File: src/rtl/halt_controller.sv
// halt_controller: CPU clock-gate halt control for bus stalls, debug halt, EBREAK and optional single-step (`HALT_STEP_EN`).
// Latency: halt/halted/mem_wait are decoded from state, so they change exactly 1 clk after the causing input.
// Backpressure: none upstream; mem_ack ends a bus stall, and a missing ack is abandoned after TIMEOUT_CYCLES with bus_error.
module halt_controller #(
  parameter int TIMEOUT_CYCLES = 16,
  parameter int STEP_W         = 4
) (
  input  logic              clk,
  input  logic              reset,
  input  logic              mem_req,
  input  logic              mem_ack,
  input  logic              dbg_halt_req,
  input  logic              dbg_resume,
  input  logic              dbg_step,
  input  logic [STEP_W-1:0] dbg_step_count,
  input  logic              ebreak,
  output logic              halt,
  output logic              halted,
  output logic              mem_wait,
  output logic              bus_error,
  output logic [1:0]        halt_cause
);

  localparam logic [1:0] CAUSE_NONE   = 2'b00;
  localparam logic [1:0] CAUSE_MEM    = 2'b01;
  localparam logic [1:0] CAUSE_DEBUG  = 2'b10;
  localparam logic [1:0] CAUSE_EBREAK = 2'b11;

  // Last wait count value before an unacknowledged access is abandoned.
  localparam logic [7:0] WAIT_LAST = 8'(TIMEOUT_CYCLES - 1);

  typedef enum logic [1:0] {
    RUN      = 2'd0,
    MEM_WAIT = 2'd1,
    DBG_HALT = 2'd2
`ifdef HALT_STEP_EN
    ,
    STEP     = 2'd3
`endif
  } state_t;

  state_t     state;
  logic [7:0] wait_cnt;
  logic       pend;
  logic [1:0] pend_cause;
  logic       pend_now;
  logic [1:0] pend_cause_now;
  logic       wait_done;

`ifdef HALT_STEP_EN
  logic              ret_step;
  logic [STEP_W-1:0] step_cnt;
  logic [STEP_W-1:0] step_load;

  // A step count of zero still runs the CPU for one cycle.
  always_comb begin
    step_load = (dbg_step_count == '0) ? STEP_W'(1) : dbg_step_count;
  end
`else
  logic unused_step;
  assign unused_step = ^{dbg_step, dbg_step_count};
`endif

  // Fold a halt request arriving this cycle into the pending flag so an exit on the same edge still honours it.
  always_comb begin
    pend_now       = pend | dbg_halt_req | ebreak;
    pend_cause_now = pend ? pend_cause : (dbg_halt_req ? CAUSE_DEBUG : CAUSE_EBREAK);
    wait_done      = mem_ack || (wait_cnt == WAIT_LAST);
  end

  // Moore outputs: halt gates the CPU clock whenever it is stalled on the bus or parked by the debugger.
  assign halt     = (state == MEM_WAIT) || (state == DBG_HALT);
  assign halted   = (state == DBG_HALT);
  assign mem_wait = (state == MEM_WAIT);

  // Main FSM with registered bus_error pulse and halt_cause.
  always_ff @(posedge clk or posedge reset) begin
    if (reset) begin
      state      <= RUN;
      wait_cnt   <= 8'd0;
      pend       <= 1'b0;
      pend_cause <= CAUSE_NONE;
      bus_error  <= 1'b0;
      halt_cause <= CAUSE_NONE;
`ifdef HALT_STEP_EN
      ret_step   <= 1'b0;
      step_cnt   <= '0;
`endif
    end else begin
      bus_error <= 1'b0;
      case (state)
        RUN: begin
          if (dbg_halt_req) begin
            state      <= DBG_HALT;
            halt_cause <= CAUSE_DEBUG;
          end else if (ebreak) begin
            state      <= DBG_HALT;
            halt_cause <= CAUSE_EBREAK;
          end else if (mem_req && !mem_ack) begin
            state      <= MEM_WAIT;
            wait_cnt   <= 8'd0;
            halt_cause <= CAUSE_MEM;
`ifdef HALT_STEP_EN
            ret_step   <= 1'b0;
`endif
          end
        end

        MEM_WAIT: begin
          if (wait_done) begin
            // An ack on the timeout cycle wins, so the error only fires without it.
            bus_error <= !mem_ack;
            wait_cnt  <= 8'd0;
            pend      <= 1'b0;
            if (pend_now) begin
              state      <= DBG_HALT;
              halt_cause <= pend_cause_now;
            end
`ifdef HALT_STEP_EN
            else if (ret_step) begin
              state <= STEP;
            end
`endif
            else begin
              state <= RUN;
            end
          end else begin
            wait_cnt <= wait_cnt + 8'd1;
            if (!pend && (dbg_halt_req || ebreak)) begin
              pend       <= 1'b1;
              pend_cause <= pend_cause_now;
            end
          end
        end

        DBG_HALT: begin
          if (dbg_resume) begin
            state      <= RUN;
            halt_cause <= CAUSE_NONE;
          end
`ifdef HALT_STEP_EN
          else if (dbg_step) begin
            state    <= STEP;
            step_cnt <= step_load;
          end
`endif
        end

`ifdef HALT_STEP_EN
        STEP: begin
          if (dbg_halt_req) begin
            state      <= DBG_HALT;
            halt_cause <= CAUSE_DEBUG;
            step_cnt   <= '0;
          end else if (ebreak) begin
            state      <= DBG_HALT;
            halt_cause <= CAUSE_EBREAK;
            step_cnt   <= '0;
          end else if (mem_req && !mem_ack) begin
            // The stalled cycle has not retired, so the step count stays frozen.
            state      <= MEM_WAIT;
            wait_cnt   <= 8'd0;
            halt_cause <= CAUSE_MEM;
            ret_step   <= 1'b1;
          end else if (step_cnt == STEP_W'(1)) begin
            state      <= DBG_HALT;
            halt_cause <= CAUSE_DEBUG;
            step_cnt   <= '0;
          end else begin
            step_cnt <= step_cnt - STEP_W'(1);
          end
        end
`endif

        default: state <= RUN;
      endcase
    end
  end

endmodule

File: config.mk
export PLATFORM = sky130hd
export DESIGN_NAME = halt_controller
export DESIGN_NICKNAME = d
export VERILOG_FILES = /design/src/rtl/halt_controller.sv
export SDC_FILE = /design/constraint.sdc
export NUM_CORES = 1
export LEC_CHECK = 0
export ABC_AREA = 1
export CAP_MARGIN = 20
export CORE_MARGIN = 2
export CORE_UTILIZATION = 50
export DETAILED_ROUTE_END_ITERATION = 10
export GPL_TIMING_DRIVEN = 0
export PLACE_DENSITY_LB_ADDON = 0.08
export RECOVER_POWER = 25
export SYNTH_ARGS = -nofsm -noshare
export SYNTH_HDL_FRONTEND = slang
export SYNTH_SLANG_ARGS = --single-unit
File: constraint.sdc
create_clock -name clk -period 3.41 [get_ports clk]
set_input_delay 0.341 -clock clk [delete_from_list [all_inputs] [get_ports clk]]
set_output_delay 0.341 -clock clk [all_outputs]
set_load 0.005 [all_outputs]
# Word level (Yosys, flattened, before mapping)
# Index checks and enable logic that the tools add are counted.
[totals]
regBits = 16
input_bits = 12
[classes]
addsub = 1
n_eq_ne = 10
n_reduce_logical = 16
mux = 23
bitwise_logic = 3
[op_table]
columns = ["cell", "n"]
rows = [
  ["two-way mux 8 bit", 4],
  ["two-way mux 2 bit", 11],
  ["case mux 8 bit (2 select lines)", 1],
  ["case mux 2 bit (3 select lines)", 2],
  ["adder 8 x 1 -> 8 bit, second input constant", 1],
  ["== test 8 x 4 -> 1 bit, second input constant", 1],
  ["!= test 2 bit, second input constant", 4],
  ["AND reduction 3 bit", 2],
  ["two-way mux 1 bit", 5],
  ["AND reduction 5 bit", 1],
  ["!= test 2 x 1 -> 1 bit, second input constant", 2],
  ["!= test 4 bit, second input constant", 1],
  ["AND reduction 4 bit", 1],
  ["nonzero test 2 bit", 2],
  ["logical OR 1 bit", 3],
  ["nonzero test 3 bit", 1],
  ["== test 2 x 1 -> 1 bit, second input constant", 1],
  ["== test 2 bit, second input constant", 1],
  ["logical AND 1 bit", 2],
  ["logical NOT 1 bit", 2],
  ["logical NOT 2 bit", 1],
  ["OR 1 bit", 2],
  ["AND reduction 2 bit", 1],
  ["NOT 1 bit", 1],
]

# Logic depth before layout (Yosys ltp)
[logic_depth]
depth_word = 6
mapped_depth = 9
depth_no_buf = 9

# Worst setup path after synthesis
# No wires, ideal clock.
[synth_path]
path_kind = "register -> register"
from = "reg state[1]"
to = "reg wait_cnt[5]"
n_path_buf = 0
arrival_ns = 1.269
required_ns = 3.339
slack_ns = 2.070
stages_incl_launch_ff = 8
setup_time_ns = 0.071
synth_period_minus_slack_ns = 1.340
cell_sequence = "dfrtp_1 > inv_1 > ha_1 > nand2_1 > o21bai_4 > nand2_4 > nand2_1 > nor2_1"
[synth_between]
elab_chain_cells = 3
elab_cells_between_ends = 8
classes_between = "eq/ne: 4; mux: 1; reduce/logical: 3"
[synth_lines]
columns = ["item", "line_no", "text"]
rows = [
  ["start: declaration", "42", "state_t state;"],
  ["start signal: assignment", "79", "state <= RUN;"],
  ["start signal: assignment", "94", "state <= DBG_HALT;"],
  ["start signal: assignment", "97", "state <= DBG_HALT;"],
  ["== test 2 x 1 -> 1 bit *", "--", ""],
  ["via mem_wait", "19", "output logic mem_wait,"],
  ["nonzero test 2 bit (no line)", "--", ""],
  ["AND reduction 4 bit (no line)", "--", ""],
  ["end signal: assignment", "128", "wait_cnt <= wait_cnt + 8'd1;"],
  ["end: declaration", "43", "logic [7:0] wait_cnt;"],
]
# Mark *: on every way through the listed nets, which the timed path passes. The rest lies on a longest branch.
# A chain may end at the register's enable or synchronous reset.

# Worst setup path after layout
[layout_path]
from = "reg state[1]"
to = "out mem_wait"
[layout_between]
elab_chain_cells = 1
[layout_lines]
columns = ["item", "line_no", "text"]
rows = [
  ["== test 2 x 1 -> 1 bit", "74", "assign mem_wait = (state == MEM_WAIT);"],
  ["end: declaration", "19", ""],
]
# Every way passes these cells.

==> flow_summary.ini <==
[cells_and_area]
nNetsFinal = 182
drive_above_1_share_pct = 8.537
area_growth_pct = 18.29
final_cells = 191
diodes = 0

[sta]
fmax_mhz = 506.7
setup_violations = 0
hold_viol_final = 0
min_period_ns = 1.973
period_share_pct = 57.87
tns_ns = 0
rsz0062_at_grt = false
setup_ws_ns = 1.437
slew_violations = 0
slew_headroom_pct = 60.78
finalClockSkew_ns = 0.008340
tightest_slew_ns = 0.5877

[yosys]
synthArstFlopShare_pct = 100.0
ys_seq_elements = 16
syn-cell-area_um2 = 1040
synth_ff_type = dfrtp_1
syn_inst = 148
syn_avg_cell_area_um2 = 7.025
yosysSeqAreaShare_pct = 38.51
yosysWarnings = 0
synth_edf_count = 0
synth_fp_nets = 165
synth_cell_types = 19

[cts]
cts.hold.buffers_added = 0
worstSkewPairLatency_ns = 0.28
cts_tree = done
cts-resized-gates = 0
clk_pin_slew_worst_paths_ns = 0.09
clock_sinks = 16
post_cts_buffers = 0
clockRootBuffer = clkbuf_4
clk_path_buf_depth = 2
cts_buffers = 3
ctsHtreeMaxLevel = 1

[global_route]
grt_pass1_wl_um = 3367
antenna_found_initial = 0
grt_usage_pct = 17.63
grt_max_degree = 17
grt_pass1_vias = 790
grt_overflow = 0

[min_path]
hold_class = reg2reg

[drt]
ant_nets = 0
finalWirelength_um = 1963
drc = 0
initialDrtViolationCount = 15
via_per_inst = 4.911
vias = 938
drt-pass1-iter-count = 4
routedWlPerCell_um = 10.28

[setup_path]
cp-end-kind = output port
cp.arrival_ns = 1.63
rrSetupSlack_ns = 1.88
critPathLaunch = state[1]$_DFFE_PP0P_
critical_path_class = reg2out
r2r_start = state[1]$_DFFE_PP0P_
cp.required_ns = 3.07
endpoint = mem_wait
critPathLaunchType = flip-flop
crit_fanout = 8
r2r.worst_path.cells = 7
r2r_end = pend_cause[0]$_DFFE_PP0P_

[place]
dpl.hpwl_um = 1573
port_buffers = 12
routabilityCongestion = 0.8340
pre_cts_slack_ns = 1.746
place_inst = 187

[run]
maxCapViolations = 0

[power_and_ir_drop]
ir_drop_mv = 0.3619
powerDensity_nw_per_um2 = 545.9
fin_total_pwr_mw = 0.6714
p_leak_nw = 0.6590

[floorplan]
die_area_um2 = 2460
pin_count = 18
die-width_um = 49.60
core_area_um2 = 1962
initial_utilization_pct = 53.00
die_h_um = 49.60
row_count = 16

[status]
status = finished clean
state kept, by name, indices dropped and copies added (netlist names):
signal	flops
pend	1
state	2
wait_cnt	8
halt_cause	2
bus_error	1
pend_cause	2
cells in the final DEF, fill, tap and decap left out:
cell type	n
clkbuf_4	3
clkbuf_8	1
clkdlybuf4s50_1	11
dfrtp_1	16
dlygate4sd3_1	1
ha_1	5
inv_1	26
inv_2	1
nand2_1	49
nand2_2	3
nand2_4	1
nand3_1	11
nand3_2	1
nand3_4	1
nand4_1	5
nor2_1	16
nor2_2	1
nor2_4	1
nor3_1	2
o21ai_0	3
o21ai_1	4
o21bai_4	1
o22ai_1	1
stage by stage:
step                hold slack, ns  util, %  cell area [um^2]
detailed placement          0.4644    60.84              1194
finish                      0.4820    62.69              1230
global route                0.5164    62.69              1230
CTS                         0.4249    62.69              1230
global placement            0.4556    60.84              1194
floorplan                   0.2547        -              1040
critical path, cell delays in order (launching register included):
cell and delay (ns):
dfrtp_1 0.43, inv_1 0.09, ha_1 0.29, clkdlybuf4s50_1 0.55
per-layer routing:
metal | vias to the layer above | routed length (um) | global-route usage, %
met1 | 421 | 1004 | 25.78
met4 | 0 | 10 | 2.778
met3 | 2 | 88 | 3.636
li1 | 492 | - | -
met2 | 23 | 860 | 27.33
met5 | - | 0 | 0
report_power, final:
| group | internal, mW | switching, mW | total, mW | leakage, nW |
|---|---|---|---|---|
| clock | 0.0649 | 0.0591 | 0.124 | 0.0210 |
| sequential | 0.224 | 0.0294 | 0.253 | 0.211 |
| combinational | 0.132 | 0.162 | 0.294 | 0.427 |
| total | 0.421 | 0.251 | 0.671 | 0.659 |
synth_stat cells, types with 2 or more instances:
cell      n  area [um^2]
nand3_1  11        55.05
nand2_2   3        18.77
inv_1    26        97.59
nand2_1  49        183.9
ha_1      5        62.56
nor3_1    2        10.01
nor2_1   16        60.06
dfrtp_1  16        400.4
o21ai_0   3        15.01
o21ai_1   4        20.02
nand4_1   5        31.28
cell type report:
| type | instances | area, um^2 |
|---|---|---|
| Fill cell | 193 | 732.0 |
| Timing Repair Buffer | 12 | 120.1 |
| Sequential cell | 16 | 400.4 |
| Multi-Input combinational cell | 105 | 538.0 |
| Inverter | 27 | 101.3 |
| Tap cell | 27 | 33.78 |
| Clock buffer | 4 | 36.28 |
logic make-up after synthesis:
family | share of synthesized area [%]
simple gates | 39.95
buf+inv | 9.747
flops | 38.51
compound gates | 5.776
fa+ha+maj | 6.017
how the worst min path moves through the flow:
stage / from / end / slack, ns / cells after the start
4_1_cts: reset / wait_cnt[1]$_DFFE_PP0P_ / 0.42 / 2
5_1_grt: pend_cause[0]$_DFFE_PP0P_ / pend_cause[0]$_DFFE_PP0P_ / 0.52 / 2
6_report: pend_cause[1]$_DFFE_PP0P_ / pend_cause[1]$_DFFE_PP0P_ / 0.48 / 2
3_3_place_gp: pend_cause[1]$_DFFE_PP0P_ / pend_cause[1]$_DFFE_PP0P_ / 0.46 / 2
2_1_floorplan: reset / bus_error$_DFF_PP0_ / 0.25 / 1
3_5_place_dp: pend_cause[1]$_DFFE_PP0P_ / pend_cause[1]$_DFFE_PP0P_ / 0.46 / 2
Power figures use the tool's default switching activity.
==> patch: new RTL, config.mk and constraints unchanged <==
Build with the macro `HALT_STEP_EN` defined.
--- a/src/rtl/halt_controller.sv
+++ b/src/rtl/halt_controller.sv
@@ -1,6 +1,8 @@
 // halt_controller: CPU clock-gate halt control for bus stalls, debug halt, EBREAK and optional single-step (`HALT_STEP_EN`).
 // Latency: halt/halted/mem_wait are decoded from state, so they change exactly 1 clk after the causing input.
 // Backpressure: none upstream; mem_ack ends a bus stall, and a missing ack is abandoned after TIMEOUT_CYCLES with bus_error.
+`define HALT_STEP_EN
+
 module halt_controller #(
   parameter int TIMEOUT_CYCLES = 16,
   parameter int STEP_W         = 4
Behaviour: not the same (a bounded check fails within 4 cycles, from zero or initial values and one cycle with reset high).
==> patch against the unedited design <==
Synthesized area rose by 43%. Combinational power rose by 110%. Setup slack got worse by 0.055 ns. Synthesized cell count rose by 51%. Global-route usage rose by 2.9 points. Design area rose by 40%. Sequential cell count rose by 5. Critical path depth did not move. Critical endpoint unchanged. Count of clock-buffer cells in the layout did not move. Total power rose by 65%. Wire length rose by 53%. Cell count rose by 45%.
==> patch: results (changes against the unedited design) <==
leakagePower_nw: 0.9221  # +40%
gp_congestion: 0.8941  # +7.2%
cp_max_fo: 5  # -3
layout-drive-gt1-share_pct: 4.490  # -4.0 points
vias_per_cell: 5.029  # +2.4%
worstMarginPinSlew_ns: 0.8054  # +0.2177 ns
whs_endpoint: "halt_cause[0]"
vias: 1388  # +48%
dpl.cell_count: 272  # +45%
regToRegEndpoint: "wait_cnt[5]"
synth_cells: 224  # +51%
outcome: "finished clean"
holdWs_ns: 0.4853  # +0.003271 ns
final_nets: 266  # +46%
fill_cells: 268  # +39%
synth_top_area_cell: "dfrtp_1"
hold_start: "halt_cause[0]"
vdd_ir_drop_max_uv: 575.0  # +59%
dp_slack_ns: 1.507  # -0.2396 ns
clk_latency_ns: 0.31  # +0.03 ns
placed_area_sq_mm: 0.001697  # +42%
ys_top_cells_by_area: "dfrtp_1 35%, nand2_1 18%, nor2_1 8.8%"
grt_pass1_wl_mm: 5.333  # +58%
grt_max_degree: 22  # +5
grt_pass1_vias: 1250  # +58%
finalClockSkew_ns: 0.009465  # +0.001125 ns
reg2reg_depth: 8  # +1
synth_common_cells: "71 x nand2_1, 35 x nor2_1, 34 x inv_1"
grt.total_usage_pct: 20.57  # +2.9 points
r2r-start: "state[0]"
synth_nets: 244  # +48%
clkTransAtPathRegs_ns: 0.13  # +0.04 ns
htree_levels: 1  # unchanged
[patch: cell types whose count changed after synthesis, sizes merged, moves of 3 or more]
| cell | unedited run | this run |
|---|---|---|
| nand3 | 13 | 19 |
| nor2 | 18 | 38 |
| dfrtp | 16 | 21 |
| inv | 27 | 35 |
| o21ai | 7 | 13 |
| nand2 | 53 | 72 |
| nand4 | 5 | 2 |
| ha | 5 | 8 |
| a21oi | 0 | 5 |
[patch: worst max-delay path by stage]
stage	startpoint	to	slack, ns	depth (start not counted)
finish	state[1]	mem_wait	1.38	3
floorplan	state[0]	wait_cnt[4]	1.74	8
global route	state[1]	mem_wait	1.28	3
detailed placement	state[1]	wait_cnt[5]	1.51	8
CTS	state[1]	mem_wait	1.36	3
global placement	state[0]	wait_cnt[4]	1.51	8
[patch: power breakdown]
group | total, mW | switching (mW) | internal (mW)
registers | 0.372 | 0.0540 | 0.318
logic | 0.613 | 0.363 | 0.250
clock network | 0.126 | 0.0802 | 0.0457
total | 1.11 | 0.497 | 0.614
[patch: final cells by class]
class                   instances  area, sq um  area share (%)
clock buffers                   4        26.28           1.525
flip-flops and latches         21        525.5           30.50
inverters                      35        133.9           7.771
multi-input cells             166        819.5           47.57
repair buffers                 17        170.2           9.877
plain buffers                   2        8.758          0.5084
well taps                      31        38.79           2.251
[patch: logic make-up (layout without fill, tap and decap cells)]
logic type | count (synthesis) | count (layout) | synth area share [%]
buf+inv | 37 | 58 | 9.587
flops | 21 | 21 | 35.32
simple gates | 132 | 132 | 37.17
xor+xnor | 4 | 4 | 2.355
fa+ha+maj | 8 | 8 | 6.729
compound gates | 22 | 22 | 8.831
[patch: layer usage]
metal	routed length (microns)	global-route usage [%]	up-vias
met5	0	0	-
met4	29	9.635	0
met3	89	1.978	2
met2	1344	31.78	27
met1	1533	29.05	618
li1	-	-	741
